**src/rtl/display_controller_pkg.sv**
```systemverilog
// Shared definitions for the 7-segment display controller:
// converter FSM encoding, segment constants and a parameter sanity helper.
package display_controller_pkg;

    typedef enum logic [1:0] {
        ST_IDLE   = 2'd0,
        ST_CONV   = 2'd1,
        ST_COMMIT = 2'd2
    } state_t;

    // Active-low segments {a..g}: all ones turns every segment off.
    localparam logic [6:0] SEG_BLANK = 7'b1111111;
    localparam logic [6:0] SEG_ZERO  = 7'b0000001;

    // True when DIGITS decimal digits can hold the largest DATA_W-bit value.
    function automatic bit digits_fit(input int digits, input int data_w);
        longint unsigned pow10;
        pow10 = 64'd1;
        for (int k = 0; k < digits; k++) begin
            pow10 = pow10 * 64'd10;
        end
        return pow10 > ((64'd1 << data_w) - 64'd1);
    endfunction

endpackage

```
**src/rtl/seg7_decode.sv**
```systemverilog
// One BCD nibble to active-low 7-segment code {a..g}; non-decimal codes blank.
module seg7_decode
    import display_controller_pkg::*;
(
    input  logic [3:0] bcd,
    output logic [6:0] seg
);

    // Pure lookup table, no state.
    always_comb begin
        seg = SEG_BLANK;
        case (bcd)
            4'd0: seg = 7'b0000001;
            4'd1: seg = 7'b1001111;
            4'd2: seg = 7'b0010010;
            4'd3: seg = 7'b0000110;
            4'd4: seg = 7'b1001100;
            4'd5: seg = 7'b0100100;
            4'd6: seg = 7'b0100000;
            4'd7: seg = 7'b0001111;
            4'd8: seg = 7'b0000000;
            4'd9: seg = 7'b0001100;
            default: seg = SEG_BLANK;
        endcase
    end

endmodule

```
**src/rtl/display_controller.sv**
```systemverilog
// Binary-to-decimal display driver: captures a value, converts it to BCD with
// shift-and-add-3 (one bit per clock), then commits BCD and segment codes
// together so the display never shows a half-converted number.
module display_controller
    import display_controller_pkg::*;
#(
    parameter int DATA_W      = 16,
    parameter int DIGITS      = 5,
    parameter bit BLANK_ZEROS = 1'b1
) (
    input  logic                  clock,
    input  logic                  reset,
    input  logic                  Carregar,
    input  logic [DATA_W-1:0]     Valor,
    output logic                  Ocupado,
    output logic [4*DIGITS-1:0]   Digitos,
    output logic [7*DIGITS-1:0]   Saida
);

    localparam int SR_W  = 4*DIGITS + DATA_W;
    localparam int CNT_W = $clog2(DATA_W + 1);

    if (!digits_fit(DIGITS, DATA_W)) begin : g_bad_digits
        $error("display_controller: DIGITS too small for DATA_W");
    end

    state_t               state_reg, state_next;
    logic [CNT_W-1:0]     cnt_reg;
    logic [SR_W-1:0]      sr_reg;
    logic [SR_W-1:0]      sr_adj;
    logic [4*DIGITS-1:0]  bcd;
    logic [7*DIGITS-1:0]  seg_raw;
    logic [7*DIGITS-1:0]  seg_shown;
    logic [7*DIGITS-1:0]  seg_reset;
    logic [DIGITS:1]      upper_zero;

    // The BCD field occupies the top of the shift register.
    assign bcd = sr_reg[SR_W-1 -: 4*DIGITS];

    // The binary part only shifts; it never gets the add-3 correction.
    assign sr_adj[DATA_W-1:0] = sr_reg[DATA_W-1:0];

    // Nothing above the top digit, so it is blankable purely on its own value.
    assign upper_zero[DIGITS] = 1'b1;

    genvar gi;
    generate
        for (gi = 0; gi < DIGITS; gi++) begin : g_digit
            // Add 3 to any nibble >= 5 so the following shift carries correctly.
            assign sr_adj[DATA_W + 4*gi +: 4] =
                (bcd[4*gi +: 4] >= 4'd5) ? bcd[4*gi +: 4] + 4'd3 : bcd[4*gi +: 4];

            seg7_decode u_dec (
                .bcd (bcd[4*gi +: 4]),
                .seg (seg_raw[7*gi +: 7])
            );

            if (gi == 0) begin : g_units
                // Units digit is always lit so a zero value still shows "0".
                assign seg_shown[6:0] = seg_raw[6:0];
                assign seg_reset[6:0] = SEG_ZERO;
            end else begin : g_upper
                if (gi < DIGITS - 1) begin : g_chain
                    assign upper_zero[gi] = (bcd[4*gi +: 4] == 4'd0) && upper_zero[gi+1];
                end else begin : g_top
                    assign upper_zero[gi] = (bcd[4*gi +: 4] == 4'd0);
                end
                assign seg_shown[7*gi +: 7] = (BLANK_ZEROS && upper_zero[gi]) ?
                                              SEG_BLANK : seg_raw[7*gi +: 7];
                assign seg_reset[7*gi +: 7] = BLANK_ZEROS ? SEG_BLANK : SEG_ZERO;
            end
        end
    endgenerate

    // FSM state register.
    always_ff @(posedge clock) begin
        if (!reset) begin
            state_reg <= ST_IDLE;
        end else begin
            state_reg <= state_next;
        end
    end

    // Next-state logic: the last shift is the one taken with cnt_reg = DATA_W-1.
    always_comb begin
        state_next = state_reg;
        case (state_reg)
            ST_IDLE:   if (Carregar) state_next = ST_CONV;
            ST_CONV:   if (cnt_reg == CNT_W'(DATA_W - 1)) state_next = ST_COMMIT;
            ST_COMMIT: state_next = ST_IDLE;
            default:   state_next = ST_IDLE;
        endcase
    end

    // FSM outputs: busy from the accepting edge until the commit edge.
    always_comb begin
        Ocupado = (state_reg != ST_IDLE);
    end

    // Conversion datapath: load, then adjust-and-shift once per clock.
    always_ff @(posedge clock) begin
        if (!reset) begin
            sr_reg  <= '0;
            cnt_reg <= '0;
        end else begin
            case (state_reg)
                ST_IDLE: begin
                    if (Carregar) begin
                        sr_reg  <= {{(4*DIGITS){1'b0}}, Valor};
                        cnt_reg <= '0;
                    end
                end
                ST_CONV: begin
                    sr_reg  <= sr_adj << 1;
                    cnt_reg <= cnt_reg + CNT_W'(1);
                end
                default: ;
            endcase
        end
    end

    // Output registers: updated only on the commit edge.
    always_ff @(posedge clock) begin
        if (!reset) begin
            Digitos <= '0;
            Saida   <= seg_reset;
        end else if (state_reg == ST_COMMIT) begin
            Digitos <= bcd;
            Saida   <= seg_shown;
        end
    end

endmodule
```
**config.mk**
```make
export PLATFORM = sky130hd
export DESIGN_NAME = display_controller
export DESIGN_NICKNAME = d
export VERILOG_FILES = /design/src/rtl/display_controller_pkg.sv /design/src/rtl/seg7_decode.sv /design/src/rtl/display_controller.sv
export SDC_FILE = /design/constraint.sdc
export NUM_CORES = 1
export LEC_CHECK = 0
export CAP_MARGIN = 25
export CORE_MARGIN = 10
export CORE_UTILIZATION = 35
export DETAILED_ROUTE_END_ITERATION = 12
export PLACE_DENSITY_LB_ADDON = 0.08
export SLEW_MARGIN = 40
export SYNTH_ARGS = -nofsm -noshare
export SYNTH_HDL_FRONTEND = slang
export SYNTH_SLANG_ARGS = --single-unit
```
**constraint.sdc**
```tcl
create_clock -name clock -period 2.07 [get_ports clock]
set_input_delay 0.414 -clock clock [delete_from_list [all_inputs] [get_ports clock]]
set_output_delay 0.414 -clock clock [all_outputs]
set_load 0.05 [all_outputs]
```
Word level (Yosys, flattened, before mapping)
Memories as Yosys holds them, arrays and structs flattened. A register that Yosys moved wholly into a read port is not among the register bits.
Cells that the tools add are included.

storage, ports and cells
  flip-flop bits (word level) = 98
  latch bits = 0
  bits in writable memories = 0
  ROM bits = 560
  input port bits = 19
  memories = 5

cells by class
  add/sub/neg operators = 6
  multiply operators = 0
  divide/modulo/power cells = 0
  magnitude comparators = 5
  eq/ne operators = 5
  shift-type cells = 0
  muxes and demuxes = 24
  bitwise gates (word level) = 0
  reduce and logical (&&, ||, !) cells = 13

memory list
  name              words  bits a word  rd ports  clocked after Yosys merged registers in  wr ports  RTL line           text
  (name not given)  16     7            1         1                                        0         seg7_decode.sv:12  case (bcd)
  (name not given)  16     7            1         1                                        0         seg7_decode.sv:12
  (name not given)  16     7            1         1                                        0         seg7_decode.sv:12
  (name not given)  16     7            1         1                                        0         seg7_decode.sv:12
  (name not given)  16     7            1         1                                        0         seg7_decode.sv:12

operators by type and width
  operator               number
  $pmux W36 S2           1
  $mux W4                12
  $mux W36               1
  $mux W7                4
  $ge A4 B3 Y1 const B   5
  $add A4 B2 Y4 const B  4
  $logic_not A4 Y1       4
  $pmux W5 S2            1
  $add A5 B1 Y5 const B  1
  $eq A5 B4 Y1 const B   1
  $mux W5                1
  $mux W2                2
  $ne A2 B2 Y1 const B   2
  $pmux W2 S2            1
  $reduce_and A2 Y1      2
  $reduce_bool A2 Y1     2
  $add A3 B2 Y3 const B  1
  $logic_and A1 B1 Y1    3
  $mux W3                1
  $eq A2 B1 Y1 const B   1
  $eq A2 B2 Y1 const B   1
  $logic_not A2 Y1       1
  $logic_not A1 Y1       1

Depth between registers and ports, before layout
  depth after elaboration = 5
  depth in mapped cells = 12
  gate-level depth less buffers = 11

Modules after synthesis
A second synthesis with hierarchy kept.

second synthesis, totals
  cells, all modules = 656
  area total of the unflattened synthesis = 5446.5 sq um

modules (own cells, without submodules)
  module              instances  cells an instance  area each (sq um)  sequential area each (sq um)
  display_controller  1          486                4239.1             1961.9
  seg7_decode         5          34                 241.5              0.0

Worst setup path before layout
Ideal clock, no wire load.

  kind = input to register
  start = input port Carregar
  end = register, netlist name g_digit[3].u_dec.seg[3]
  library setup time = 134 ps
  arrival = 2088 ps
  path slack = -152 ps
  stages on the path = 11
  path buffers = 3
  cells stage by stage = buf_2 > o21bai_4 > and2_1 > buf_6 > buf_4 > nand2_1 > o21ai_1 > inv_1 > ha_1 > o32ai_1 > a21oi_1

between the ends
  longest elaborated chain between the ends = 4

RTL lines
  item                                    RTL line                  text
  start, declared                         display_controller.sv:13  input logic Carregar,
  $ne A2 B2 Y1 (no source line)           -
  $reduce_and A2 Y1 (no source line)      -
  $mux W4 (no source line) (2 in series)  -

Every way passes these cells.
A chain may end at the register's enable or synchronous reset.

Worst setup path in the final report
  start = register Digitos[15]
  end = output port Digitos[15]

RTL lines
  item                    RTL line                   text
  start, declared         display_controller.sv:16   output logic [4*DIGITS-1:0] Digitos,
  start signal, assigned  display_controller.sv:125  Digitos <= '0;
  start signal, assigned  display_controller.sv:128  Digitos <= bcd;

No word-level cell between the ends.

==> summary.txt <==
Outcome
  • Status: finished, final reports clean

Placed design
  • Final Wtd Congestion: 0.8360
  • Port bufs: 74
  • DP HPWL: 11330 µm
  • Placed cells: slightly above 1000

Timing
  • Part of the cycle the worst path needs: 97.46%
  • Max_slew headroom: approximately 64%
  • Achievable frequency: 495.7 MHz
  • Max-slew violations: 0
  • Final min period: 2.017 ns
  • Final Setup Violations: 0
  • Setup Total Neg Slack: 0 ns
  • Clock Skew: 0.007326 ns
  • Actual slew at the worst max-slew pin: between 0.5 and 0.6 ns
  • Final hold violation count: 0
  • RSZ-0062 raised after global routing: yes

Logic synthesis
  • Asr flop ratio synth: 0%
  • Primary FF master, synth: dfxtp_1
  • Synthesized flop and latch total: around 130
  • Syn Area/Cell: between 8 and 9 µm²
  • Distinct cells, synth: 57
  • Seq/Total Area, Yosys: 42.98%
  • Synth Cell Area: 5869 µm²
  • Number of flops mapped to enable cells by yosys: 0
  • Cells after synthesis: 679
  • Ys Warns: 0
  • Syn nets: between 700 and 800

Worst setup path
  • Critical path type: reg -> out
  • Crit path DAT: ~1.6 ns
  • Critical Path Max Stage Delay: 0.82 ns
  • Slowest cell on the critical path: clkdlybuf4s50_1
  • End of the critical path: Digitos[15]
  • Crit end category: output port
  • CP startpoint kind: flip-flop
  • Critical path depth: 1
  • Worst R2R Path Depth: 10
  • R2R Path Start: sr_reg[28]
  • Cell family with most CP delay: buffers and inverters
  • CP Max Fanout: 2
  • Worst setup startpoint: Digitos[15]
  • Flop2flop setup slack: approximately 0.08 ns
  • Worst EP required: 1.66 ns
  • Worst-path cell chain: clkdlybuf4s50_1
  • Crit Reg-Reg Endpoint: g_digit[4].u_dec.seg[3]
  • CP bufs+invs: 1

Detailed routing
  • Drt drc: 0
  • DRT met1 WL: 7059 µm
  • Detailed Route WL: approximately 16000 µm
  • Metal2 WL: 7859 µm
  • Drt pass-1 iters: 4
  • First-iteration detailed-routing DRC count: 217
  • Via count: ~5200
  • WL/cell: 15.02 µm
  • DR vias/cell: 4.960
  • Routed Antenna Nets: 0
  • DR top layer: met4
  • Met3 wire length: ~650 µm

Floorplan
  • Top Ports: 75
  • Starting Density: 35.52%
  • DIE AREA: 22350 µm²
  • Die H: 149.5 µm
  • Core ar.: about 17000 µm²
  • Die X: 149.5 µm
  • Site Rows: 47

Clocking
  • Clock sinks: 126
  • Worst-case clock buffer depth: 2
  • CTS tree: yes
  • Root buffer cell: clkbuf_16
  • Clock insertion delay at the later pin of the skew report: 0.42 ns
  • Clk slew on worst S/H paths: 0.06 ns
  • H-tree Lvls: 4
  • CTS Buf Count: 17

Global routing
  • Initial antenna violation count: 0
  • First-pass GRT wire length: 25960 µm
  • Total GRT Usage: 14.31%
  • Vias in the first global route: approximately 5300
  • Pin count of the biggest net entering global routing: 43
  • Gr ovfl total: 0

Power and ir drop
  • Leakage: 0.003409 µW
  • Pwr per Cell Area: 719.9 nW/µm²
  • Design Power: 5954 µW
  • Worst VDD drop: 532.5 µV

Final layout
  • P&R area growth vs syn: 40.91%
  • Max reg flops: 36
  • Layout cells sized above 1: 25.33%
  • N_diodes: 0
  • Core Util, Final: 50.05%
  • # nets final: around 880
  • Non-Filler Instances: 1049

Flow run
  • Maxcap violations: 0

Worst hold path
  • Worst hold path type: reg -> reg
synth_stat cells, types with 4 or more instances:
cell	n	area share, %
dfxtp_1	126	43
nand2_1	103	6.6
a21oi_1	65	5.5
nor2_1	44	2.8
ha_1	41	8.7
o21ai_0	36	3.1
inv_1	30	1.9
clkbuf_1	29	1.9
o22ai_1	21	2.2
nor2b_1	18	1.9
nor3_1	18	1.5
o221a_2	15	2.9
nand2b_1	13	1.4
buf_2	10	0.85
mux2i_1	8	1.4
a31oi_1	7	0.75
o21ai_1	7	0.60
a22o_1	6	0.90
a22oi_1	6	0.77
xnor2_1	6	0.90
a211oi_1	4	0.51
and2_1	4	0.43
and3_1	4	0.43
nand3_1	4	0.34
nor3b_1	4	0.51
layout by cell type (no fill, tap or decap), drive strengths merged, types with 7 or more instances in the layout:
cell	count
a21oi	68
a22oi	10
a31oi	7
buf	93
clkbuf	23
clkdlybuf4s50	68
dfxtp	126
ha	41
inv	33
mux2i	8
nand2	104
nand2b	13
nor2	44
nor2b	18
nor3	19
o21ai	45
o221a	15
o22ai	21
logic make-up (layout without fill, tap and decap cells):
kind of cell    after synthesis  after routing  synth area share [%]
xor+xnor                      7              7                 1.045
fa+ha+maj                    41             41                 8.740
mux                           9              9                 1.556
simple gates                221            221                 17.27
flops                       126            126                 42.98
buf+inv                      77            227                 5.478
compound gates              198            198                 22.94
final cells by class:
class	instances	area (µm²)
sequential	126	2536
fill	1530	8254
inverter	33	123.9
multi-input combinational	476	3254
timing repair buffer	162	1443
clock buffer	23	508.0
clock inverter	9	130.1
tap	220	275.3
per-layer routing:
layer | vias up | GRT usage, %
met4 | 0 | 5.348
met3 | 16 | 3.835
met1 | 2469 | 16.53
li1 | 2639 | -
met5 | - | 0
met2 | 79 | 24.71
metrics by stage:
stage | setup slack [ns] | hold WS (ns) | instance area (µm²)
floorplan | -0.06136 | 0.4179 | 5908
global placement | -0.2659 | 0.4229 | 7396
detailed placement | -0.2923 | 0.4284 | 7396
CTS | 0.003741 | 0.4413 | 8065
global route | -0.02759 | 0.4488 | 8270
finish | 0.05258 | 0.4390 | 8270
how the worst min path moves through the flow:
stage / start / to / cells past startpoint
after floorplan: g_digit[1].u_dec.seg[3] / Saida[10] / 2
after global placement: g_digit[4].u_dec.seg[0] / Saida[28] / 2
after global routing: reset / Saida[21] / 3
after CTS: g_digit[4].u_dec.seg[6] / Saida[34] / 2
after detailed placement: g_digit[4].u_dec.seg[6] / Saida[34] / 2
final: g_digit[4].u_dec.seg[6] / Saida[34] / 2
report_power, final:
part           total [µW]  internal [µW]  switching [µW]
Sequential           2480           2460            19.7
Combinational         295            144             151
Clock                3180           2080            1100
Total                5950           4680            1270
repair_timing:
| item | 4_1_cts | 5_1_grt |
|---|---|---|
| buffers inserted | 1 | 3 |
| resized for setup | 6 | 46 |
| endpoints found under the setup margin | 5 | 29 |
| endpoints found under the hold margin | 0 | 0 |
| hold buffers | 0 | 0 |
| pin swaps | 2 | 14 |
Note: power is estimated with default switching activity, not from simulation.
